[src/rtl/ahb_tone_pkg.sv]
// ahb_tone_pkg: register map indices and default widths for the AHB tone generator
package ahb_tone_pkg;
    localparam int DEF_NCHAN = 2;
    localparam int DEF_DIV_W = 16;
    localparam int DEF_LEN_W = 16;
    localparam int DIV_OFS   = 0;
    localparam int LEN_OFS   = 1;
    function automatic int status_idx(input int nchan);
        return 2 * nchan;
    endfunction
    function automatic int irqen_idx(input int nchan);
        return 2 * nchan + 1;
    endfunction
endpackage

[src/rtl/ahb_tone_gen_channel.sv]
// tone_channel: one square-wave channel with exact half-period divider and note-length counter
module tone_channel #(
    parameter int DIV_W = 16,
    parameter int LEN_W = 16
) (
    input  logic             clk,
    input  logic             rst_n,
    input  logic             div_wr,
    input  logic             len_wr,
    input  logic             done_clr,
    input  logic [31:0]      wdata,
    output logic             aud,
    output logic             done,
    output logic             busy,
    output logic [DIV_W-1:0] div_q,
    output logic [LEN_W-1:0] rem_q
);
    logic [DIV_W-1:0] cnt;
    logic             tick, note_end, unused_w;
    assign unused_w = &{1'b0, wdata};
    assign busy     = div_q != '0;
    assign tick     = busy && cnt == div_q - DIV_W'(1);
    assign note_end = tick && !div_wr && !len_wr && rem_q == LEN_W'(1);
    // divider, output toggle and note countdown; bus writes take priority over a toggle
    always_ff @(posedge clk or negedge rst_n) begin
        if (!rst_n) begin
            div_q <= '0;
            rem_q <= '0;
            cnt   <= '0;
            aud   <= 1'b0;
            done  <= 1'b0;
        end else begin
            if (div_wr) begin
                div_q <= wdata[DIV_W-1:0];
                cnt   <= '0;
                aud   <= 1'b0;
            end else if (busy) begin
                cnt <= tick ? '0 : cnt + DIV_W'(1);
                if (note_end) begin
                    div_q <= '0;
                    aud   <= 1'b0;
                end else if (tick && !len_wr) aud <= ~aud;
            end
            if (len_wr) rem_q <= wdata[LEN_W-1:0];
            else if (tick && !div_wr && rem_q != '0) rem_q <= rem_q - LEN_W'(1);
            done <= note_end || (done && !done_clr && !len_wr);
        end
    end
endmodule

[src/rtl/ahb_tone_gen.sv]
// ahb_tone_gen: AHB-Lite slave with NCHAN square-wave tone channels and a level interrupt
module ahb_tone_gen
    import ahb_tone_pkg::*;
#(
    parameter int NCHAN = DEF_NCHAN,
    parameter int DIV_W = DEF_DIV_W,
    parameter int LEN_W = DEF_LEN_W
) (
    input  logic             HCLK,
    input  logic             HRESETn,
    input  logic             HSEL,
    input  logic             HREADY,
    input  logic [31:0]      HADDR,
    input  logic [1:0]       HTRANS,
    input  logic             HWRITE,
    input  logic [31:0]      HWDATA,
    output logic [31:0]      HRDATA,
    output logic             HREADYOUT,
    output logic [NCHAN-1:0] Audiout,
    output logic             IRQ
);
    logic [3:0]                  idx;
    logic                        wr, rd, sts_wr, unused_ok;
    logic [NCHAN-1:0]            irq_en, done, busy, div_wr, len_wr, done_clr;
    logic [NCHAN-1:0][DIV_W-1:0] div_q;
    logic [NCHAN-1:0][LEN_W-1:0] rem_q;
    assign unused_ok = &{1'b0, HADDR[31:6], HADDR[1:0], HTRANS[0], HWDATA};
    assign HREADYOUT = 1'b1;
    assign sts_wr    = wr && int'(idx) == status_idx(NCHAN);
    assign IRQ       = |(done & irq_en);
    for (genvar c = 0; c < NCHAN; c++) begin : g_ch
        assign div_wr[c]   = wr && int'(idx) == 2 * c + DIV_OFS;
        assign len_wr[c]   = wr && int'(idx) == 2 * c + LEN_OFS;
        assign done_clr[c] = sts_wr && HWDATA[NCHAN+c];
        tone_channel #(.DIV_W(DIV_W), .LEN_W(LEN_W)) u_ch (
            .clk(HCLK), .rst_n(HRESETn), .div_wr(div_wr[c]), .len_wr(len_wr[c]),
            .done_clr(done_clr[c]), .wdata(HWDATA), .aud(Audiout[c]), .done(done[c]),
            .busy(busy[c]), .div_q(div_q[c]), .rem_q(rem_q[c])
        );
    end
    // address-phase capture and interrupt-enable register
    always_ff @(posedge HCLK or negedge HRESETn) begin
        if (!HRESETn) begin
            idx    <= '0;
            wr     <= 1'b0;
            rd     <= 1'b0;
            irq_en <= '0;
        end else begin
            if (HREADY) begin
                idx <= HADDR[5:2];
                wr  <= HSEL && HWRITE && HTRANS[1];
                rd  <= HSEL && !HWRITE && HTRANS[1];
            end
            if (wr && int'(idx) == irqen_idx(NCHAN)) irq_en <= HWDATA[NCHAN-1:0];
        end
    end
    // read mux driven from the registered word index
    always_comb begin
        HRDATA = '0;
        if (rd) begin
            for (int c = 0; c < NCHAN; c++) begin
                if (int'(idx) == 2 * c + DIV_OFS) HRDATA[DIV_W-1:0] = div_q[c];
                if (int'(idx) == 2 * c + LEN_OFS) HRDATA[LEN_W-1:0] = rem_q[c];
            end
            if (int'(idx) == status_idx(NCHAN)) HRDATA[2*NCHAN-1:0] = {done, busy};
            if (int'(idx) == irqen_idx(NCHAN)) HRDATA[NCHAN-1:0] = irq_en;
        end
    end
endmodule
[config.mk]
export PLATFORM = sky130hd
export DESIGN_NAME = ahb_tone_gen
export DESIGN_NICKNAME = d
export VERILOG_FILES = /design/src/rtl/ahb_tone_pkg.sv /design/src/rtl/ahb_tone_gen_channel.sv /design/src/rtl/ahb_tone_gen.sv
export SDC_FILE = /design/constraint.sdc
export NUM_CORES = 1
export LEC_CHECK = 0
export CAP_MARGIN = 5
export CORE_MARGIN = 2
export CORE_UTILIZATION = 30
export DETAILED_ROUTE_END_ITERATION = 10
export REMOVE_ABC_BUFFERS = 1
export SYNTH_ARGS = -nofsm -noshare
export SYNTH_HDL_FRONTEND = slang
export SYNTH_HIERARCHICAL = 1
export SYNTH_SLANG_ARGS = --single-unit
[constraint.sdc]
create_clock -name HCLK -period 4 [get_ports HCLK]
set_input_delay 0.8 -clock HCLK [delete_from_list [all_inputs] [get_ports HCLK]]
set_output_delay 0.8 -clock HCLK [all_outputs]
set_load 0.03 [all_outputs]
==> Word-level counts from Yosys, hierarchy flattened <==
Index checks and enable logic that the tools add are counted.
{ "totals": {"reg_bits": 108, "latchBits": 0, "ram_bits": 0, "romBits": 0, "input_bits": 71, "memories": 0} }
{ "classes": {"add_sub_neg": 6, "mul": 0, "div": 0, "order_cmp": 0, "n_eq_ne": 9, "shifts": 0, "mux": 31, "bitwise": 3, "reduce_logical": 55} }
{ "op_table": {"columns": ["operator", "n"], "rows": [
  ["16-bit 2-to-1 mux", 21],
  ["16-bit nonzero test", 4],
  ["16-bit by 1-bit subtractor with 16-bit output (second input constant)", 4],
  ["16-bit by 1-bit adder with 16-bit output (second input constant)", 2],
  ["16-bit by 1-bit equality test with 1-bit output (second input constant)", 2],
  ["16-bit equality test", 2],
  ["1-bit logical AND", 28],
  ["2-bit nonzero test", 6],
  ["4-bit by 3-bit equality test with 1-bit output (second input constant)", 2],
  ["4-bit equality test (second input constant)", 2],
  ["1-bit 2-to-1 mux", 8],
  ["2-bit AND reduction", 4],
  ["1-bit zero test", 7],
  ["3-bit nonzero test", 2],
  ["4-bit by 2-bit equality test with 1-bit output (second input constant)", 1],
  ["4-bit zero test", 1],
  ["4-bit 2-to-1 mux", 1],
  ["2-bit bitwise AND", 1],
  ["1-bit logical OR", 2],
  ["2-bit 2-to-1 mux", 1],
  ["1-bit NOT", 2],
  ["2-bit OR reduction", 1]
]} }

==> Depth between registers and ports, before layout <==
Gate-level depths: netlist (run 1).
{ "depth": {"ltp_word": 9, "depth_mapped": 12, "depth_no_buf": 10} }

==> Modules after synthesis <==
Netlist (run 1), hierarchy kept.
{ "modules_own_cells": {"columns": ["mod", "instances", "cells_per_inst", "area_each_um2", "seq_area_each_um2"], "rows": [
  ["tone_channel (g_ch[0].u_ch)", 1, 392, 3533.4, 1251.2],
  ["tone_channel (g_ch[1].u_ch)", 1, 368, 3326.9, 1251.2],
  ["ahb_tone_gen", 1, 135, 1229.9, 200.2]
]} }

==> Least setup slack after synthesis (run 1) <==
No wires, ideal clock.
{ "synth_timing": {"path_kind": "reg2reg", "from": "register g_ch[0].u_ch.div_q[2]", "to": "register g_ch[0].u_ch.rem_q[6]", "setup_time_ns": 0.132, "t_arrival_ns": 2.818, "required_time_ns": 3.868, "path_slack_ns": 1.050, "stages_incl_launch_ff": 9, "n_path_buf": 1, "cell_sequence": "dfrtp_1 buf_6 or3_1 or3_2 xnor2_1 or4_1 nor4_4 mux2i_1 nand4_1"} }
{ "synth_via": {"elab_chain_cells": 6, "word_cells_on_any_way": 7, "classes_between": "add/sub: 1; eq/ne: 1; reduce/logical: 5"} }
{ "synth_rtl": {"columns": ["item", "line", "source"], "rows": [
  ["from (decl)", "ahb_tone_gen_channel.sv:15", "output logic [DIV_W-1:0] div_q,"],
  ["from (signal assigned)", "ahb_tone_gen_channel.sv:34", "div_q <= wdata[DIV_W-1:0];"],
  ["16-bit by 1-bit subtractor with 16-bit output", "ahb_tone_gen_channel.sv:22", "assign tick = busy && cnt == div_q - DIV_W'(1);"],
  ["16-bit equality test", "ahb_tone_gen_channel.sv:22", null],
  ["1-bit logical AND *", "ahb_tone_gen_channel.sv:22", null],
  ["1-bit logical AND * (2 in series)", "ahb_tone_gen_channel.sv:45", "else if (tick && !div_wr && rem_q != '0) rem_q <= rem_q - LEN_W'(1);"],
  ["2-bit nonzero test (no source line) *", null, null],
  ["to (signal assigned)", "ahb_tone_gen_channel.sv:44", "if (len_wr) rem_q <= wdata[LEN_W-1:0];"],
  ["to (signal assigned)", "ahb_tone_gen_channel.sv:45", null],
  ["to (decl)", "ahb_tone_gen_channel.sv:16", "output logic [LEN_W-1:0] rem_q"]
]} }
Mark *: on every way between the ends. The rest lies on a longest branch, timed or not.
A chain may end at the register's enable or synchronous reset.

==> Worst setup path after layout (run 1) <==
{ "layout_timing": {"from": "register g_ch[0].u_ch.div_q[7]", "to": "output port HRDATA[0]"} }
{ "layout_via": {"elab_chain_cells": 4} }
{ "layout_rtl": {"columns": ["item", "line", "source"], "rows": [
  ["16-bit nonzero test", "ahb_tone_gen_channel.sv:21", "assign busy = div_q != '0;"],
  ["via busy[0]", "ahb_tone_gen.sv:24", "logic [NCHAN-1:0] irq_en, done, busy, div_wr, len_wr, done_clr;"],
  ["4-bit 2-to-1 mux", "ahb_tone_gen.sv:65", "if (int'(idx) == status_idx(NCHAN)) HRDATA[2*NCHAN-1:0] = {done, busy};"],
  ["2-bit 2-to-1 mux", "ahb_tone_gen.sv:66", "if (int'(idx) == irqen_idx(NCHAN)) HRDATA[NCHAN-1:0] = irq_en;"],
  ["16-bit 2-to-1 mux", "ahb_tone_gen.sv:60", "if (rd) begin"],
  ["to (decl)", "ahb_tone_gen.sv:17", "output logic [31:0] HRDATA,"]
]} }
The timed path passes the listed nets, and every way through them passes these cells.

==> flow_metrics.tcl, run 1 <==
set metrics [dict create \
    slowest_delay_ns 0.59 \
    syn_inst 895 \
    r2r_cells 12 \
    finalClockSkew_ns 0.01081 \
    clk_latency_ns 0.37 \
    swShare 0.4112 \
    synth_flop_cell "dfrtp_1" \
    p_total_uw 4450 \
    fp-row-count 60 \
    crit_type "flop to primary output" \
    area.growth.synth_to_final_pct 12.54 \
    cts_tree "built" \
    hold_viol_final 0 \
    dieArea_mm2 0.02830 \
    synth_top_cell_by_area "dfrtp_1" \
    seqPwrFrac 0.393 \
    async_flop_share 1.000 \
    layout.cells.most_common "dfrtp_1" \
    synth_edf_count 0 \
    drv_slew 0 \
    initial_core_util 0.3027 \
    grt_pass1_wl_um 36430 \
    vdd_ir_drop_max_mv 0.2432 \
    cts_hold_buffers 0 \
    fin_util 0.3407 \
    placement.io_buffers 44 \
    syn_avg_cell_area_um2 9.039 \
    power_density_mw_per_mm2 488.8 \
    worst_pin_slew_ns 0.9819 \
    path_clk_slew_ns 0.08 \
    cts.sinks 108 \
    clkPwrFrac 0.201 \
    via_per_inst 5.544 \
    antenna_found_initial 0 \
    drive_gt1_frac 0.1362 \
    fin_crit_ns 3.845 \
    crit_path_max_fanout 7 \
    synth.distinct_cells 93 \
    post-route-period-util 0.9613 \
    wl_per_cell_um 18.03 \
    intPower_uw 2620 \
    drc 0 \
    clockBufferDepth 2 \
    root_buffer "clkbuf_16" \
    slew-limit-headroom 0.3430 \
    die_x_um 168.2 \
    final.setup.tns_ns 0 \
    power.switching_uw 1830 \
    synth-seq-cells 108 \
    routed_wl_um 22830 \
    start_kind "flop" \
    die_y_um 168.2 \
    core_mm2 0.02673 \
    synth.top_cell.area_share 0.3341 \
    status "finished clean" \
    grt_util_all_layers 0.1610 \
    fin_nets 999 \
    path_depth 5 \
    cp_data_required_time_ns 3.20 \
    htreeDepth 3 \
    vias 7019 \
    dr.pass1.iters 5 \
    netlist_area_mm2 0.008090 \
    pwr-share-comb 0.406 \
    rsz0062_at_grt "false" \
    finalSetupViolations 0 \
    hpwl_um 16730 \
    grt_start_max_net_pins 50 \
    cp_cell_sequence "nor4_2, nand4_1, o21a_1, o221a_1, clkdlybuf4s50_1" \
    seq_area_frac_synth 0.3341 \
    min_path_type "input port to asynchronous set/reset pin" \
    critPathBufInv 1 \
    grt_pass1_vias 6747 \
    maxCapViolations 0 \
    crit_family "simple AND/OR/NAND/NOR gates" \
    timing.fmax_mhz 260.1 \
    leakagePower_uw 0.003577 \
    gp_congestion 0.8419 \
    layout_common_cells "dfrtp_1 (108), nand2_1 (62), nor2_1 (61), nand3_1 (54), clkdlybuf4s50_1 (43)" \
    cp-end-kind "primary output" \
    yosysWarnings 6 \
    grt_remaining_overflow 0 \
    num-fill-cells 2783 \
    cts_buffers 9 \
    antenna_left 0 \
    slowest_stage "clkdlybuf4s50_1" \
    critical_path_arrival_ns 3.05 \
    drtIter0Drc 547 \
    num_io_pins 107 \
    diodes 0 \
    synth_area_leaders "dfrtp_1 (33%), mux2_2 (4.3%), nand3_1 (3.3%)" \
]
-- state kept, by name, summed over array words and instances (netlist names) --
register / cells
g_ch.u_ch/aud: 2
g_ch.u_ch/rem_q: 32
g_ch.u_ch/div_q: 32
idx: 4
irq_en: 2
wr: 1
g_ch.u_ch/cnt: 32
g_ch.u_ch/done: 2
rd: 1
-- worst reg2reg max path: cells and delay by family, from the launching register on --
family | cells | cell delay, ns
compound gates | 3 | 0.35
fa+ha+maj | 1 | 0.21
buf+inv | 3 | 0.51
flops | 1 | 0.46
simple gates | 5 | 1.70
-- metal layers --
metal / wire length (µm) / part of all wire / global-route usage / up-vias
met3: 723 / 0.032 / 0.02257 / 22
met4: 310 / 0.014 / 0.04048 / 0
met1: 10340 / 0.45 / 0.2049 / 3507
met5: 0 / 0 / 0 / -
li1: - / - / - / 3354
met2: 11450 / 0.50 / 0.2868 / 136
-- cell families (layout without fill, tap and decap cells) --
logic type / count (synthesis) / in the layout / synth area share
AND/OR/NAND/NOR: 405 / 405 / 0.2986
AO/OA/AOI/OAI: 181 / 181 / 0.1732
flip-flops: 108 / 108 / 0.3341
buffers and inverters: 93 / 108 / 0.05970
multiplexers: 54 / 54 / 0.07346
XOR/XNOR: 44 / 44 / 0.04763
adder cells (fa/ha/maj): 8 / 8 / 0.01237
other: 2 / 17 / 0.0009283
-- power groups by stage --
stage / clock network, µW / logic, µW / registers [µW]
3_3_place_gp: 0 / 1740 / 1750
2_1_floorplan: 0 / 1350 / 1660
4_1_cts: 922 / 1800 / 1740
3_5_place_dp: 0 / 1770 / 1760
6_report: 895 / 1810 / 1750
5_1_grt: 958 / 1980 / 1800
-- final timing paths --
| path | slack (ns) | end | start |
|---|---|---|---|
| max | 0.15 | HRDATA[0] | g_ch[0].u_ch/div_q[7] |
| min | 0.47 | g_ch[0].u_ch/rem_q[9] | HRESETn |
| max reg2reg | 0.65 | g_ch[1].u_ch/rem_q[13] | g_ch[1].u_ch/div_q[1] |
| min reg2reg | 0.55 | irq_en[1] | irq_en[1] |
| max in group asynchronous | 2.60 | g_ch[1].u_ch/cnt[13] | HRESETn |
| min in group HCLK | 0.55 | irq_en[1] | irq_en[1] |
-- synth_stat cells, types with 7 or more instances --
cell type,count
a21o_1,8
a21oi_1,12
a22o_1,19
a22oi_1,10
a31o_1,10
a31oi_1,17
and2_1,27
and3_1,14
buf_2,8
buf_4,18
clkbuf_1,30
dfrtp_1,108
ha_1,8
inv_1,28
mux2_2,31
mux2i_1,20
nand2_1,62
nand2b_1,11
nand3_1,54
nand4_1,22
nor2_1,63
nor2b_1,16
nor3_1,24
nor4_1,19
o211ai_1,9
o21ai_0,22
o22ai_2,9
or2_2,7
or3_1,17
or4_1,18
xnor2_1,29
xor2_1,15
-- repair_timing --
item	4_1_cts	5_1_grt
gates resized for setup	0	2
setup endpoints to repair	1	1
gates cloned	0	0
buffers inserted	1	0
-- through the flow --
step / std cells / instance area [µm²] / setup WS, ns / hold WS (ns)
floorplan: 845 / 7769 / 0.3664 / 0.4890
global placement: 1249 / 8793 / 0.4040 / 0.5154
detailed placement: 1249 / 8793 / 0.3863 / 0.5305
CTS: 1266 / 9090 / 0.08471 / 0.4937
global route: 1266 / 9105 / 0.01309 / 0.5233
finish: 1266 / 9105 / 0.1547 / 0.4700
-- cell type report --
cell class,instances,area [µm²],share of cell area
Inverter,28,105.1,0.01154
Sequential cell,108,2703,0.2968
Multi-Input combinational cell,709,4981,0.5471
Tap cell,341,426.7,0.04686
Clock buffer,12,256.5,0.02817
Clock inverter,4,32.53,0.003573
Timing Repair Buffer,64,600.6,0.06596
No activity file was read; power rests on OpenSTA's default activity.
==> run 2: changes to the inputs <==
Settings changed: CTS_CLUSTER_DIAMETER set to 120, SLEW_MARGIN set to 5.
==> results of run 2 <==
The final DEF is identical to that of run 1; final timing and power are the same.
